[config.mk]
export PLATFORM = sky130hd
export DESIGN_NAME = decode_unit
export DESIGN_NICKNAME = d
export VERILOG_FILES = /design/src/rtl/decode_pkg.sv /design/src/rtl/decode_d_format.sv /design/src/rtl/decode_unit.sv
export SDC_FILE = /design/constraint.sdc
export NUM_CORES = 1
export LEC_CHECK = 0
export BUFFER_PORTS_ARGS = -buffer_cell sky130_fd_sc_hd__buf_2
export CORE_ASPECT_RATIO = 2
export CORE_MARGIN = 2
export CORE_UTILIZATION = 31
export DETAILED_ROUTE_END_ITERATION = 6
export SLEW_MARGIN = 5
export SYNTH_ARGS = -nofsm -noshare
export SYNTH_HDL_FRONTEND = slang
export SYNTH_SLANG_ARGS = --single-unit
[constraint.sdc]
create_clock -name clock_i -period 4.95 [get_ports clock_i]
set_clock_uncertainty 0.2 [all_clocks]
set_input_delay 0.495 -clock clock_i [delete_from_list [all_inputs] [get_ports clock_i]]
set_output_delay 0.495 -clock clock_i [all_outputs]
set_load 0.02 [all_outputs]
[src/rtl/decode_pkg.sv]
// decode_pkg: widths, format/unit/access codes, opcode tables and stage payload structs
// shared by the PowerPC decoder. Vectors use PowerPC numbering (bit 0 = MSB).
package decode_pkg;

    localparam int unsigned ADDR_W = 64;
    localparam int unsigned INSN_W = 32;
    localparam int unsigned PID_W  = 20;
    localparam int unsigned TID_W  = 16;
    localparam int unsigned MAJ_W  = 64;
    localparam int unsigned MIN_W  = 7;
    localparam int unsigned OPC_W  = 12;
    localparam int unsigned RW_W   = 2;
    localparam int unsigned FU_W   = 3;
    localparam int unsigned FMT_W  = 25;
    localparam int unsigned BODY_W = 84;
    localparam int unsigned IMM_W  = 64;

    typedef logic [0:RW_W-1] rw_t;
    typedef logic [0:FU_W-1] fu_t;

    // One-hot format codes (numeric values of the 25-bit format vector)
    localparam logic [0:FMT_W-1] FMT_NONE = 25'd0;
    localparam logic [0:FMT_W-1] FMT_B    = 25'd2;
    localparam logic [0:FMT_W-1] FMT_D    = 25'd32;
    localparam logic [0:FMT_W-1] FMT_A    = 25'd512;

    localparam fu_t FU_FXU = 3'd0;
    localparam fu_t FU_LSU = 3'd1;
    localparam fu_t FU_FPU = 3'd2;
    localparam fu_t FU_BRU = 3'd3;
    localparam fu_t FU_ILL = 3'd7;

    // Bit 0 of the access code is "read", bit 1 is "written"
    localparam rw_t RW_NONE  = 2'b00;
    localparam rw_t RW_READ  = 2'b10;
    localparam rw_t RW_WRITE = 2'b01;
    localparam rw_t RW_BOTH  = 2'b11;

    // Bit n set => primary opcode n is D-form (2,3,7,8,10-15,24-29,32-55)
    localparam logic [63:0] D_FORM_OPS = 64'h00FF_FFFF_3F00_FD8C;
    // Bit n set => A-form xo n is legal under primary 63 / 59
    localparam logic [31:0] A_XO_OP63  = 32'hF7F4_0000;
    localparam logic [31:0] A_XO_OP59  = 32'hF774_0000;
    localparam logic [0:5]  OP_ISEL    = 6'd31;
    localparam logic [0:4]  XO_ISEL    = 5'd15;
    localparam logic [0:5]  OP_BC      = 6'd16;

    typedef struct packed {
        logic [0:ADDR_W-1] addr;
        logic              is64;
        logic [0:PID_W-1]  pid;
        logic [0:TID_W-1]  tid;
        logic [0:MAJ_W-1]  maj_id;
    } tag_t;

    typedef struct packed {
        logic              emit;
        logic [0:FMT_W-1]  fmt;
        logic [0:OPC_W-1]  opcode;
        fu_t               fu;
        rw_t               rw1;
        rw_t               rw2;
        rw_t               rw3;
        rw_t               rw4;
        logic              is_reg1;
        logic              is_reg2;
        logic              is_reg3;
        logic              is_reg4;
        logic [0:BODY_W-1] body;
    } dec_t;

    // Stores among the 32-55 load/store block
    function automatic logic lsu_is_store(input logic [0:5] op);
        return op inside {6'd36, 6'd37, 6'd38, 6'd39, 6'd44, 6'd45, 6'd47, [6'd52:6'd55]};
    endfunction

endpackage

[src/rtl/decode_d_format.sv]
// decode_d_format: D-form opcode table lookup, unit/operand classification and
// 64-bit immediate extension.
module decode_d_format
    import decode_pkg::*;
(
    input  logic [0:5]       opcode,
    input  logic [0:15]      imm_field,
    output logic             hit_c,
    output fu_t              fu_c,
    output rw_t              rw1_c,
    output rw_t              rw2_c,
    output logic             is_reg1_c,
    output logic [0:IMM_W-1] imm_c
);

    // Classify the primary opcode and extend its immediate
    always_comb begin
        hit_c     = D_FORM_OPS[opcode];
        fu_c      = FU_FXU;
        rw1_c     = RW_WRITE;
        rw2_c     = RW_READ;
        is_reg1_c = 1'b1;
        imm_c     = {{48{imm_field[0]}}, imm_field};
        case (opcode)
            6'd2, 6'd3: begin
                rw1_c     = RW_NONE;
                is_reg1_c = 1'b0;
            end
            6'd10: begin
                is_reg1_c = 1'b0;
                imm_c     = {48'b0, imm_field};
            end
            6'd11: is_reg1_c = 1'b0;
            6'd15: imm_c = {{32{imm_field[0]}}, imm_field, 16'b0};
            6'd24, 6'd26, 6'd28: begin
                rw1_c = RW_READ;
                rw2_c = RW_WRITE;
                imm_c = {48'b0, imm_field};
            end
            6'd25, 6'd27, 6'd29: begin
                rw1_c = RW_READ;
                rw2_c = RW_WRITE;
                imm_c = {32'b0, imm_field, 16'b0};
            end
            default: begin
                if (opcode >= 6'd32 && opcode <= 6'd55) begin
                    fu_c  = FU_LSU;
                    rw1_c = lsu_is_store(opcode) ? RW_READ : RW_WRITE;
                    // Odd opcodes are update forms, except stmw (47)
                    rw2_c = (opcode[5] && opcode != 6'd47) ? RW_BOTH : RW_READ;
                end
            end
        endcase
    end

endmodule

[src/rtl/decode_unit.sv]
// decode_unit: 3-stage PowerPC decoder (S1 latch, S2 format decode, S3 output register).
// Optional feature: define ILLEGAL_TRAP_EN to emit unsupported encodings as trap
// micro-ops instead of dropping them.
module decode_unit
    import decode_pkg::*;
(
    input  logic               clock_i,
    input  logic               reset_i,
    input  logic               enable_i,
    input  logic               stall_i,
    input  logic [0:INSN_W-1]  instruction_i,
    input  logic [0:ADDR_W-1]  instructionAddress_i,
    input  logic               is64Bit_i,
    input  logic [0:PID_W-1]   instructionPid_i,
    input  logic [0:TID_W-1]   instructionTid_i,
    input  logic [0:MAJ_W-1]   instructionMajId_i,
    output logic               enableOut,
    output logic [0:FMT_W-1]   instFormat_o,
    output logic [0:OPC_W-1]   opcodeOut,
    output logic [0:ADDR_W-1]  addressOut,
    output logic               is64BitOut,
    output logic [0:PID_W-1]   pidOut,
    output logic [0:TID_W-1]   tidOut,
    output logic [0:MAJ_W-1]   majIDOut,
    output logic [0:FU_W-1]    funcUnitTypeOut,
    output logic [0:MIN_W-1]   minIDOut,
    output logic [0:RW_W-1]    op1rwOut,
    output logic [0:RW_W-1]    op2rwOut,
    output logic [0:RW_W-1]    op3rwOut,
    output logic [0:RW_W-1]    op4rwOut,
    output logic               op1IsRegOut,
    output logic               op2IsRegOut,
    output logic               op3IsRegOut,
    output logic               op4IsRegOut,
    output logic [0:BODY_W-1]  bodyOut
);

`ifdef ILLEGAL_TRAP_EN
    localparam logic TRAP_EN = 1'b1;
`else
    localparam logic TRAP_EN = 1'b0;
`endif

    logic              s1_valid;
    logic [0:INSN_W-1] s1_ins;
    tag_t              s1_tag, s2_tag, out_tag, in_tag_c;
    dec_t              s2_dec, out_dec, dec_c;

    logic [0:5]        primary;
    logic [0:4]        xo;
    logic              a_hit;
    logic              d_hit;
    fu_t               d_fu;
    rw_t               d_rw1, d_rw2;
    logic              d_is_reg1;
    logic [0:IMM_W-1]  d_imm;

    assign in_tag_c = {instructionAddress_i, is64Bit_i, instructionPid_i,
                       instructionTid_i, instructionMajId_i};

    assign primary = s1_ins[0:5];
    assign xo      = s1_ins[26:30];
    assign a_hit   = (primary == 6'd63 && A_XO_OP63[xo]) ||
                     (primary == 6'd59 && A_XO_OP59[xo]) ||
                     (primary == OP_ISEL && xo == XO_ISEL);

    decode_d_format u_d_format (
        .opcode    (primary),
        .imm_field (s1_ins[16:31]),
        .hit_c     (d_hit),
        .fu_c      (d_fu),
        .rw1_c     (d_rw1),
        .rw2_c     (d_rw2),
        .is_reg1_c (d_is_reg1),
        .imm_c     (d_imm)
    );

    // S1: latch the incoming instruction and its tags
    always_ff @(posedge clock_i) begin
        if (reset_i) begin
            s1_valid <= 1'b0;
            s1_ins   <= '0;
            s1_tag   <= '0;
        end else if (!stall_i) begin
            s1_valid <= enable_i;
            s1_ins   <= instruction_i;
            s1_tag   <= in_tag_c;
        end
    end

    // Format classification and operand packing of the S1 instruction
    always_comb begin
        dec_c        = '0;
        dec_c.opcode = {primary, 6'b0};
        if (a_hit) begin
            dec_c.emit        = s1_valid;
            dec_c.fmt         = FMT_A;
            dec_c.opcode      = {primary, 1'b0, xo};
            dec_c.body[0:4]   = s1_ins[6:10];
            dec_c.body[5:9]   = s1_ins[11:15];
            dec_c.body[10:14] = s1_ins[16:20];
            dec_c.body[15:19] = s1_ins[21:25];
            dec_c.body[20]    = s1_ins[31];
            dec_c.fu          = (primary == OP_ISEL) ? FU_FXU : FU_FPU;
            dec_c.rw1         = RW_WRITE;
            dec_c.rw2         = RW_READ;
            dec_c.rw3         = RW_READ;
            dec_c.rw4         = RW_READ;
            dec_c.is_reg1     = 1'b1;
            dec_c.is_reg2     = 1'b1;
            dec_c.is_reg3     = 1'b1;
            dec_c.is_reg4     = (primary != OP_ISEL);
        end else if (primary == OP_BC) begin
            dec_c.emit        = s1_valid;
            dec_c.fmt         = FMT_B;
            dec_c.body[0:4]   = s1_ins[6:10];
            dec_c.body[5:9]   = s1_ins[11:15];
            dec_c.body[10:25] = {s1_ins[16:29], 2'b00};
            dec_c.body[26]    = s1_ins[30];
            dec_c.body[27]    = s1_ins[31];
            dec_c.fu          = FU_BRU;
            dec_c.rw1         = RW_READ;
            dec_c.rw2         = RW_READ;
        end else if (d_hit) begin
            dec_c.emit        = s1_valid;
            dec_c.fmt         = FMT_D;
            dec_c.body[0:4]   = s1_ins[6:10];
            dec_c.body[5:9]   = s1_ins[11:15];
            dec_c.body[10:73] = d_imm;
            dec_c.fu          = d_fu;
            dec_c.rw1         = d_rw1;
            dec_c.rw2         = d_rw2;
            dec_c.is_reg1     = d_is_reg1;
            dec_c.is_reg2     = 1'b1;
        end else begin
            dec_c.emit = s1_valid && TRAP_EN;
            dec_c.fu   = FU_ILL;
            dec_c.body = {s1_ins, 52'b0};
        end
    end

    // S2: hold the decoded payload; emit doubles as the stage valid
    always_ff @(posedge clock_i) begin
        if (reset_i) begin
            s2_dec <= '0;
            s2_tag <= '0;
        end else if (!stall_i) begin
            s2_dec <= dec_c;
            s2_tag <= s1_tag;
        end
    end

    // S3: output register, zeroed for bubbles and dropped encodings
    always_ff @(posedge clock_i) begin
        if (reset_i) begin
            out_dec <= '0;
            out_tag <= '0;
        end else if (!stall_i) begin
            out_dec <= s2_dec.emit ? s2_dec : '0;
            out_tag <= s2_dec.emit ? s2_tag : '0;
        end
    end

    assign enableOut       = out_dec.emit;
    assign instFormat_o    = out_dec.fmt;
    assign opcodeOut       = out_dec.opcode;
    assign funcUnitTypeOut = out_dec.fu;
    assign op1rwOut        = out_dec.rw1;
    assign op2rwOut        = out_dec.rw2;
    assign op3rwOut        = out_dec.rw3;
    assign op4rwOut        = out_dec.rw4;
    assign op1IsRegOut     = out_dec.is_reg1;
    assign op2IsRegOut     = out_dec.is_reg2;
    assign op3IsRegOut     = out_dec.is_reg3;
    assign op4IsRegOut     = out_dec.is_reg4;
    assign bodyOut         = out_dec.body;
    assign addressOut      = out_tag.addr;
    assign is64BitOut      = out_tag.is64;
    assign pidOut          = out_tag.pid;
    assign tidOut          = out_tag.tid;
    assign majIDOut        = out_tag.maj_id;
    assign minIDOut        = '0;

endmodule

==> impl_summary.log <==
INFO  metric route.detailed.wl_per_inst = 17.0 um
INFO  metric setup_viol = 0
INFO  metric clock_tree.htree_level_count = 3
INFO  metric grt_pass1_vias = 19000
INFO  metric rsz0062_at_grt = false
INFO  metric final_period_minus_worst_setup_slack = 3.08 ns
INFO  metric critical_path_arrival = 3.35 ns
INFO  metric hpwlAfterDp = 46.2 mm
INFO  metric synthesis.yosys.warnings = 0
INFO  metric clock_tree_from_tritoncts = built
INFO  metric worst-endpoint-required = 5.22 ns
INFO  metric slew_viol_final = 0
INFO  metric final_layout_size_suffix_gt1_share = 20.0%
INFO  metric effective_utilization_at_floorplan = 31.3%
INFO  metric clk_path_buf_depth = 3
INFO  metric maxCapViolations = 0
INFO  metric run_status = complete, no violations
INFO  metric slew_headroom = 16.7%
INFO  metric gr-usage-met1 = 18.0%
INFO  metric worstSetupPathType = flop to flop
INFO  metric detailedRoute.firstIterationViolations = 1235
INFO  metric simple_gate_share_of_the_synthesized_area = 12.1%
INFO  metric vias_cell = 4.73
INFO  metric cts_sinks = 711
INFO  metric grt_util_met2 = 27.2%
INFO  metric peakVddDrop = 336 uV
INFO  metric final_net_count = 3272
INFO  metric syn_to_final_growth = 27.2%
INFO  metric antenna_found_initial = 5
INFO  metric io_buffers = 467
INFO  metric clock_pin_slew_on_the_worst_setup_and_hold_paths = 0.07 ns
INFO  metric dieWidth = 207 um
INFO  metric report.final.hold_viol_count = 0
INFO  metric synth.avg_cell_area = 10.0 um2
INFO  metric grtUsageTotal = 16.2%
INFO  metric worst_hold_path_type = input port to flop
INFO  metric synth_xor_area_share = 0.0344%
INFO  metric detailed_router_iteration_count_before_antenna_repair = 5
INFO  metric grt_use_met3 = 4.50%
INFO  metric synth_seq_cells = 711
INFO  metric final_worst_path_cycle_share = 62.3%
INFO  metric number_of_enable_type_register_cells_in_the_synthesized_netlist = 0
INFO  metric post_synth_num_cell_types = 64
INFO  metric overall_via_count_from_detail_route = 19700
INFO  metric remaining_drc_errors = 0
INFO  metric design.die.area = 84600 um2
INFO  metric placeableCoreArea = 81300 um2
INFO  metric ioPinCount = 510
INFO  metric grt_max_degree = 215
INFO  metric busiest_layer = met2
INFO  metric clk-insertion-delay-late = 0.63 ns
INFO  metric syn-instance-count = 2542
INFO  metric num-fill-cells = 8038
INFO  metric end_kind = flop
INFO  metric syn-cell-area = 25500 um2
INFO  metric leakage_power = 14.3 nW
INFO  metric synthArstFlopShare = 0%
INFO  metric dominant_register_cell_in_the_synthesized_netlist = dfxtp_1
INFO  metric cts_root_buffer = clkbuf_16
INFO  metric ant_nets = 0
INFO  metric worst_hold_slack = 0.0555 ns
INFO  metric synth_mux_area_share = 14.9%
INFO  metric path_max_fanout = 16
INFO  metric grt-ovfl-total = 0
INFO  metric power_density = 374 nW/um2
INFO  metric worst_slew_pin_slew = 1.25 ns
INFO  metric synth_compound_area_share = 11.9%
INFO  metric die_height = 409 um
INFO  metric grt_pass1_wl = 107 mm
INFO  metric tns = 0 ns
INFO  metric rows = 148
INFO  metric cts_inserted_buffers = 66
INFO  metric crit_path_start_kind = flop
INFO  metric synth-seq-area-share = 55.9%
INFO  metric clock.fmax = 324 MHz
INFO  metric post_synth_fa_ha_maj_area_fraction = 0%
INFO  metric gp_routability_congestion = 0.842
INFO  metric detail_route.wirelength = 70.8 mm
INFO  metric main_combinational_cell_family_by_area_after_synthesis = multiplexers
-- stage by stage --
stage               cells  setup WS [ns]  total power, W  cell area [um2]  util (%)
floorplan            2583           2.78         0.00670            25600         -
global placement     3860           1.93         0.00691            28300      34.8
detailed placement   3860           1.87         0.00692            28300      34.8
CTS                  4167           1.87          0.0123            32400      39.9
global route         4169           1.59          0.0126            32400      39.9
finish               4169           1.87          0.0121            32400      39.9
-- synth_stat cells, types with 4 or more instances --
cell | count | area [um2]
buf_1 | 19 | 71.3
dfxtp_1 | 711 | 14200
and3_1 | 4 | 25.0
nor2b_1 | 13 | 81.3
clkbuf_1 | 135 | 507
a211oi_1 | 9 | 67.6
a221oi_1 | 11 | 96.3
o21ai_0 | 16 | 80.1
nand2_1 | 44 | 165
o221a_2 | 4 | 45.0
mux2i_1 | 378 | 3780
nor2_1 | 655 | 2460
nand2b_1 | 7 | 43.8
a311oi_1 | 5 | 43.8
nand3_1 | 7 | 35.0
o21ai_2 | 10 | 87.6
buf_4 | 58 | 435
o31ai_1 | 4 | 30.0
a22o_1 | 16 | 140
a22oi_1 | 252 | 1890
a21oi_1 | 49 | 245
nor3_1 | 11 | 55.1
buf_2 | 45 | 225
inv_1 | 18 | 67.6
o211ai_1 | 5 | 37.5
-- worst paths after layout --
check	slack, ns	from	depth (start not counted)	to
worst max-delay path	1.87	s1_ins[3]	5	s2_dec[30]
worst min-delay path	0.06	instruction_i[1]	3	s1_ins[1]
worst max register to register	1.87	s1_ins[3]	5	s2_dec[30]
worst min register to register	0.26	s2_dec[51]	2	s2_dec[51]
-- logic make-up after synthesis --
kind of cell / Yosys count
and+or+nand+nor: 764
xor gates and xnor gates: 1
buffers and inverters: 277
AOI/OAI and AO/OA: 409
muxes: 379
DFF: 711
other: 1
-- report_power, final --
part | switching, W | leakage, nW | internal [W]
Clock | 0.00226 | 1.08 | 0.00293
Sequential | 0.000135 | 5.79 | 0.00590
Combinational | 0.000479 | 7.44 | 0.000406
-- cell type report --
class | instances | area, um2 | share of cell area, %
antenna | 2 | 5.00 | 0.0154
clock buffer | 85 | 1850 | 5.72
clock inverter | 29 | 324 | 1.00
inverter | 18 | 67.6 | 0.208
multi-input combinational | 1595 | 10100 | 31.1
sequential | 711 | 14200 | 43.9
tap | 1050 | 1310 | 4.05
timing repair buffer | 679 | 4530 | 14.0
-- cell usage in the layout (no fill, tap or decap), drive strengths merged, types with 14 or more instances in the layout --
cell type	instances
clkinv	14
o21ai	28
a22oi	252
inv	26
nor2	655
mux2i	378
dfxtp	711
buf	486
a22o	16
a21oi	49
clkbuf	85
nand2	44
conb	42
dlygate4sd3	193
-- critical path: stages (launching register included) --
cell and delay [ns]:
dfxtp_1 0.69, nand2_1 0.29, nor4_2 0.61, or3_4 0.28, a2111o_1 0.63, o21ai_0 0.21
-- state kept, by name (all words and copies together) (netlist names), 2 cells and up, named ones only --
register,flops
addressOut,64
bodyOut,65
funcUnitTypeOut,3
instFormat_o,3
majIDOut,64
op1rwOut,2
op2rwOut,2
opcodeOut,11
pidOut,20
s1_ins,32
s1_tag,165
s2_dec,90
s2_tag,165
tidOut,16
-- repair_timing --
item	4_1_cts	5_1_grt
endpoints found under the hold margin	193	0
setup buffers	0	0
gates resized for setup	0	0
hold buffers	193	0
-- metal layers --
metal	vias up	wire [um]
met2	631	33700
met1	9170	27700
met3	156	5460
li1	9738	-
met5	-	35
met4	6	4010
No activity file was read; power rests on OpenSTA's default activity.
